## src/rtl/instr_fetch.sv

```systemverilog
`default_nettype none
// ============================================================================
// Module      : instr_fetch
// Description : Fetch stage for a 64x8 synchronous instruction memory. Owns
//               the PC, absorbs the 1-cycle memory read latency and hands
//               each instruction (with its PC and opcode class) to execute
//               over a valid/ready handshake. Supports run/stop, redirect
//               and halt on a dedicated encoding.
// Revision    : 1.0 - initial release
// ============================================================================
module instr_fetch #(
  parameter int                 ADDR_W     = 6,
  parameter int                 DATA_W     = 8,
  parameter logic [ADDR_W-1:0]  RESET_PC   = '0,
  parameter logic [DATA_W-1:0]  HALT_INSTR = '0
) (
  input  logic              clk,
  input  logic              rst,
  input  logic              run,
  output logic [ADDR_W-1:0] imem_addr,
  output logic              imem_we,
  input  logic [DATA_W-1:0] imem_data,
  input  logic              redirect_valid,
  input  logic [ADDR_W-1:0] redirect_pc,
  output logic [DATA_W-1:0] instr,
  output logic [ADDR_W-1:0] instr_pc,
  output logic [1:0]        op_class,
  output logic              instr_valid,
  input  logic              instr_ready,
  output logic              halted
);

  typedef enum logic [2:0] {
    S_IDLE    = 3'd0,
    S_FETCH   = 3'd1,
    S_CAPTURE = 3'd2,
    S_VALID   = 3'd3,
    S_HALT    = 3'd4
  } state_t;

  state_t              state_q, state_d;
  logic [ADDR_W-1:0]   pc_q, pc_d;
  logic [DATA_W-1:0]   instr_q, instr_d;
  logic [ADDR_W-1:0]   instr_pc_q, instr_pc_d;
  logic                valid_q, valid_d;
  logic                halted_q, halted_d;

  // State and datapath registers; reset dominates every other input.
  always_ff @(posedge clk) begin
    if (rst) begin
      state_q    <= S_IDLE;
      pc_q       <= RESET_PC;
      instr_q    <= '0;
      instr_pc_q <= '0;
      valid_q    <= 1'b0;
      halted_q   <= 1'b0;
    end else begin
      state_q    <= state_d;
      pc_q       <= pc_d;
      instr_q    <= instr_d;
      instr_pc_q <= instr_pc_d;
      valid_q    <= valid_d;
      halted_q   <= halted_d;
    end
  end

  // Next-state logic: a redirect pre-empts the normal sequence in every state,
  // so an in-flight read or a held instruction is simply dropped. When the
  // redirect lands on a transfer the instruction is still considered accepted
  // (valid falls either way), but its halt encoding is ignored.
  always_comb begin
    state_d    = state_q;
    pc_d       = pc_q;
    instr_d    = instr_q;
    instr_pc_d = instr_pc_q;
    valid_d    = valid_q;
    halted_d   = halted_q;

    if (redirect_valid) begin
      pc_d     = redirect_pc;
      halted_d = 1'b0;
      valid_d  = 1'b0;
      state_d  = run ? S_FETCH : S_IDLE;
    end else begin
      case (state_q)
        S_IDLE: begin
          if (run) state_d = S_FETCH;
        end
        S_FETCH: begin
          state_d = S_CAPTURE;
        end
        S_CAPTURE: begin
          instr_d    = imem_data;
          instr_pc_d = pc_q;
          pc_d       = pc_q + ADDR_W'(1);
          valid_d    = 1'b1;
          state_d    = S_VALID;
        end
        S_VALID: begin
          if (instr_ready) begin
            valid_d = 1'b0;
            if (instr_q == HALT_INSTR) begin
              halted_d = 1'b1;
              state_d  = S_HALT;
            end else begin
              state_d = run ? S_FETCH : S_IDLE;
            end
          end
        end
        S_HALT: begin
          state_d = S_HALT;
        end
        default: begin
          state_d = S_IDLE;
          valid_d = 1'b0;
        end
      endcase
    end
  end

  assign imem_addr   = pc_q;
  assign imem_we     = 1'b0;
  assign instr       = instr_q;
  assign instr_pc    = instr_pc_q;
  assign op_class    = instr_q[DATA_W-1 -: 2];
  assign instr_valid = valid_q;
  assign halted      = halted_q;

endmodule
`default_nettype wire

```

## config.mk

```make
export PLATFORM = sky130hd
export DESIGN_NAME = instr_fetch
export DESIGN_NICKNAME = d
export VERILOG_FILES = /design/src/rtl/instr_fetch.sv
export SDC_FILE = /design/constraint.sdc
export NUM_CORES = 1
export LEC_CHECK = 0
export CAP_MARGIN = 20
export CORE_MARGIN = 1
export CORE_UTILIZATION = 43
export CTS_CLUSTER_DIAMETER = 120
export DETAILED_ROUTE_END_ITERATION = 7
export GPL_TIMING_DRIVEN = 0
export MAX_ROUTING_LAYER = met4
export PLACE_DENSITY = 0.79
export SKIP_CTS_REPAIR_TIMING = 1
export SYNTH_ARGS = -nofsm -noshare
export SYNTH_HDL_FRONTEND = slang
export SYNTH_SLANG_ARGS = --single-unit
export TNS_END_PERCENT = 5
```

## constraint.sdc

```tcl
create_clock -name clk -period 2 [get_ports clk]
set_clock_uncertainty 0.15 [all_clocks]
set_input_delay 0.4 -clock clk [delete_from_list [all_inputs] [get_ports clk]]
set_output_delay 0.4 -clock clk [all_outputs]
set_load 0.03 [all_outputs]
```

==> results_dict.tcl, run 1 <==
set metrics [dict create \
    outcome "finished, final reports clean" \
    endpoint_kind "output port" \
    routed_via_density 5.19 \
    drt_iter0_drc 19 \
    ir_drop_mv 0.508 \
    ys_ff_latch 25 \
    rrSetupSlack_ns 0.19 \
    ys_types 39 \
    seqPwrFrac_pct 58.2 \
    track_usage_pct 22.5 \
    power_density_nw_per_um2 554 \
    start_kind "flip-flop" \
    reg2reg_depth 6 \
    io_pins 44 \
    num_antenna_cells 0 \
    io_buffers 42 \
    hold_end "halted" \
    grt_max_degree 14 \
    clock_latency_ns 0.30 \
    antenna_found_initial 0 \
    placedCellCount 212 \
    finalMaxSlewViolations 0 \
    crit_path_max_fanout 4 \
    rr_startpoint "state_q[2]" \
    finalSetupViolations 0 \
    clock-sinks 25 \
    netSwitchingPower_uw 240 \
    cts_tree "yes" \
    cp_data_required_time_ns 1.45 \
    grt_pass1_vias 1053 \
    pwr-share-clk_pct 23.8 \
    crit_path_max_incr_delay_ns 0.69 \
    die_x_microns 53.8 \
    root_buffer "clkbuf_4" \
    r2r-end "instr[2]" \
    cpMaxStageDelayCell "clkdlybuf4s50_1" \
    ys.warnings.count 0 \
    pwr-share-comb_pct 18.0 \
    grt_pass1_wl_microns 4650 \
    cts.clk_slew.worst_paths_ns 0.13 \
    finalCriticalPeriod_ns 1.95 \
    critPathTopFamily "buffers and inverters" \
    row_count 18 \
    switching_share_pct 26.3 \
    dr.pass1.iters 4 \
    min_path_type "flip-flop to flip-flop" \
    finalHoldViolCount 0 \
    syn_area_sq_um 1150 \
    dieArea_sq_um 2890 \
    slew_headroom_pct 66.8 \
    setup_tns_ns 0 \
    coreArea_sq_um 2500 \
    start_util_pct 46.1 \
    rsz0062_at_grt "no" \
    synth_cells 140 \
    cellLeakagePower_nw 0.635 \
    htreeDepth 1 \
    max-cap-violations 0 \
    avgSynthCellArea_sq_um 8.23 \
    die_y_microns 53.8 \
    crit_buf_inv 1 \
    cp.arrival_ns 1.40 \
    area_delta_synth_final_pct 42.8 \
    synth_ff_type "dfxtp_1" \
    drive_above_1_share_pct 10.8 \
    synth-edff-count 0 \
    cts_buffer_depth 2 \
    fmax_mhz 513 \
    fin_nets 207 \
    tightest_slew_ns 0.497 \
    final_cells 216 \
    path_class "flip-flop to output port" \
    yosysSeqAreaShare_pct 43.4 \
    remaining_drc_errors 0 \
    grt-ovfl-total 0 \
    synth.net_count 160 \
    period_share_pct 97.5 \
    drtAntennaViolNets 0 \
    globalplace.congestion 0.763 \
    wl_per_cell_microns 13.1 \
    hold_path_depth 2 \
    place_hpwl_microns 2130 \
    holdWs_ns 0.320 \
    synthArstFlopShare_pct 0 \
    min-delay-start "halted" \
    power.total_uw 912 \
    vias 1120 \
    path_cells "clkdlybuf4s50_1" \
    p_int_uw 671 \
    routed_wl_microns 2820 \
    cts_made_buffers 3 \
]
[synthesized netlist by cell type (2+ instances only)]
library cell	count	share of area, %
a211oi_1	3	2.0
a21oi_1	15	6.5
a311oi_1	2	1.5
buf_2	6	2.6
buf_4	3	2.0
clkbuf_1	3	0.98
dfxtp_1	25	43
inv_1	4	1.3
nand2_1	34	11
nand2b_1	2	1.1
nor2_1	8	2.6
nor4b_1	2	1.5
o211ai_1	2	1.3
o21ai_0	5	2.2
or4_4	2	2.0
[per-layer routing]
metal	share of wire, %	track usage (%)	up-vias
met2	50	37.7	27
met5	0	-	-
met1	46	28.7	516
met4	0.57	5.26	0
met3	4.0	2.54	2
li1	-	-	575
[kinds of logic (layout without fill, tap and decap cells)]
kind of cell / Yosys count / count (layout) / share of synthesized area (%)
XOR/XNOR: 1 / 1 / 0.760
multiplexers: 1 / 1 / 0.869
AO/OA/AOI/OAI: 35 / 35 / 19.7
flip-flops: 25 / 25 / 43.4
other: 1 / 1 / 0.325
adder cells (fa/ha/maj): 1 / 1 / 1.09
AND/OR/NAND/NOR: 59 / 59 / 26.7
buffers and inverters: 17 / 63 / 7.17
[through the flow]
stage	util (%)	worst slack [ns]	instance area (sq um)
after detailed placement	64.4	-0.167	1610
after global routing	65.8	0.00813	1650
after global placement	64.4	-0.150	1610
after CTS	65.5	-0.0974	1640
final	65.8	0.0498	1650
after floorplan	-	0.203	1150
[power by group through the flow]
stage | clock network (mW) | registers, mW | logic [mW]
floorplan | 0 | 0.561 | 0.0629
global placement | 0 | 0.541 | 0.161
detailed placement | 0 | 0.542 | 0.164
CTS | 0.222 | 0.531 | 0.165
global route | 0.247 | 0.533 | 0.177
finish | 0.217 | 0.531 | 0.164
[worst max path at each step]
stage / slack, ns / start / endpoint / cells after the start
5_1_grt: 0.008 / instr[6] / instr[6] / 1
3_3_place_gp: -0.15 / redirect_valid / imem_addr[2] / 5
3_5_place_dp: -0.17 / redirect_valid / instr_pc[0] / 6
2_1_floorplan: 0.20 / instr[0] / halted / 3
6_report: 0.05 / imem_addr[5] / imem_addr[5] / 1
4_1_cts: -0.1 / imem_addr[0] / imem_addr[0] / 1
[layout by cell type, fill, tap and decap left out, drive strengths merged, types with 2 or more instances in the layout]
cell,synthesis,routed
dfxtp,25,25
clkbuf,3,7
or4,3,3
buf,9,11
dlymetal6s2s,0,5
a311oi,2,2
a21boi,2,2
a211oi,3,3
nor3b,2,2
o211ai,2,2
nor4b,3,3
inv,5,5
a21oi,15,15
nand2b,2,2
nor2,8,8
o21ai,5,5
clkdlybuf4s50,0,35
nand2,34,34
[final cells by class]
type	instances	area (sq um)
fill	227	855
clock buffer	4	26.3
sequential	25	500
tap	30	37.5
buffer	12	63.8
timing repair buffer	42	428
multi-input combinational	98	571
inverter	5	18.8
[registers in the layout, summed over array words and instances (netlist names)]
| register | cells |
|---|---|
| instr_pc | 6 |
| imem_addr | 6 |
| instr | 8 |
| state_q | 3 |
| instr_valid | 1 |
| halted | 1 |
No activity file was read; power rests on OpenSTA's default activity.
==> run 2: changes to the inputs <==
CORE_ASPECT_RATIO = 0.7   (was not set)
==> results_dict.tcl, run 2 (synthesized netlist as in run 1, its figures left out) <==
set metrics [dict create \
    nFillCells 208 \
    fin_nets 208 \
    critPathTopFamily "buffers and inverters" \
    path_class "flip-flop to output port" \
    start_util_pct 46.2 \
    finalSetupViolations 0 \
    cts_made_buffers 3 \
    root_buffer "clkbuf_8" \
    globalplace.congestion 0.813 \
    holdWs_ns 0.306 \
    dr.pass1.iters 4 \
    drive_above_1_share_pct 11.8 \
    crit_buf_inv 1 \
    cpMaxStageDelayCell "clkdlybuf4s50_1" \
    antenna_found_initial 0 \
    placedCellCount 216 \
    routed_wl_microns 2890 \
    remaining_drc_errors 0 \
    grt_max_degree 14 \
    cts_buffer_depth 2 \
    final_cells 221 \
    fmax_mhz 519 \
    coreArea_sq_um 2500 \
    clock-sinks 25 \
    crit_path_max_incr_delay_ns 0.71 \
    row_count 15 \
    final_cell_mix "37 x clkdlybuf4s50_1, 34 x nand2_1, 25 x dfxtp_1" \
    die_y_microns 45.3 \
    cp.arrival_ns 1.38 \
    rsz0062_at_grt "no" \
    finalCriticalPeriod_ns 1.93 \
    largest_reg_flops 8 \
    htreeDepth 1 \
    cellLeakagePower_nw 0.614 \
    cp_data_required_time_ns 1.45 \
    routed_via_density 5.26 \
    grt_pass1_wl_microns 4910 \
    dieArea_sq_um 2890 \
    fin_area_sq_um 1680 \
    io_buffers 42 \
    grt_pass1_vias 1120 \
    io_pins 44 \
    place_hpwl_microns 2170 \
    die_x_microns 63.9 \
    final_common_cell "clkdlybuf4s50_1" \
    start_kind "flip-flop" \
    num_antenna_cells 0 \
    finalHoldViolCount 0 \
    drtAntennaViolNets 0 \
    pre_cts_ws_ns -0.161 \
    cts_tree "yes" \
    slew_headroom_pct 65.4 \
    endpoint_kind "output port" \
    drt_iter0_drc 43 \
    ir_drop_mv 0.459 \
    wl_per_cell_microns 13.1 \
    setup_tns_ns 0 \
    track_usage_pct 22.6 \
    place_area_sq_um 1620 \
    path_cells "clkdlybuf4s50_1" \
    grt-ovfl-total 0 \
    vias 1162 \
    cts.clk_slew.worst_paths_ns 0.08 \
    min_path_type "flip-flop to flip-flop" \
    tightest_slew_ns 0.518 \
    postLayoutSetupSlackWorst_ns 0.0721 \
    outcome "finished, final reports clean" \
    crit_path_max_fanout 5 \
    period_share_pct 96.4 \
    power_density_nw_per_um2 592 \
    area_delta_synth_final_pct 45.4 \
    clock_latency_ns 0.26 \
    max-cap-violations 0 \
    finalMaxSlewViolations 0 \
]
-- run 2: path summary, 6_finish.rpt --
kind                            depth (start not counted)  slack [ns]         start      endpoint
worst max-delay path                                    1        0.07  imem_addr[4]  imem_addr[4]
worst min-delay path                                    2        0.31   instr_pc[4]   instr_pc[4]
worst max register to register                          6        0.17    state_q[2]   instr_pc[1]
worst min register to register                          2        0.31   instr_pc[4]   instr_pc[4]
-- run 2: cell type report --
cell class	instances	area (sq um)	area share, %
multi-input combinational	98	571	34.1
sequential	25	500	29.9
inverter	5	22.5	1.34
clock buffer	4	45.0	2.69
tap	34	42.5	2.54
timing repair buffer	43	430	25.7
buffer	12	63.8	3.81
-- run 2: stage by stage --
| stage | util [%] | power, mW |
|---|---|---|
| after CTS | 66.5 | 0.998 |
| after global placement | 64.7 | 0.701 |
| after detailed placement | 64.7 | 0.705 |
| after global routing | 67.1 | 1.04 |
| final | 67.1 | 0.991 |
| after floorplan | - | 0.624 |
-- run 2: layer usage --
metal	share of wire, %	GRT usage [%]	vias to the layer above
li1	-	-	579
met1	47	28.9	542
met2	48	37.0	39
met3	5.1	5.81	2
met4	0.28	3.64	0
met5	0	-	-
-- run 2: power breakdown --
part | total (mW) | switching (mW) | internal [mW]
clock | 0.294 | 0.152 | 0.142
combinational | 0.169 | 0.0858 | 0.0828
sequential | 0.528 | 0.0161 | 0.512
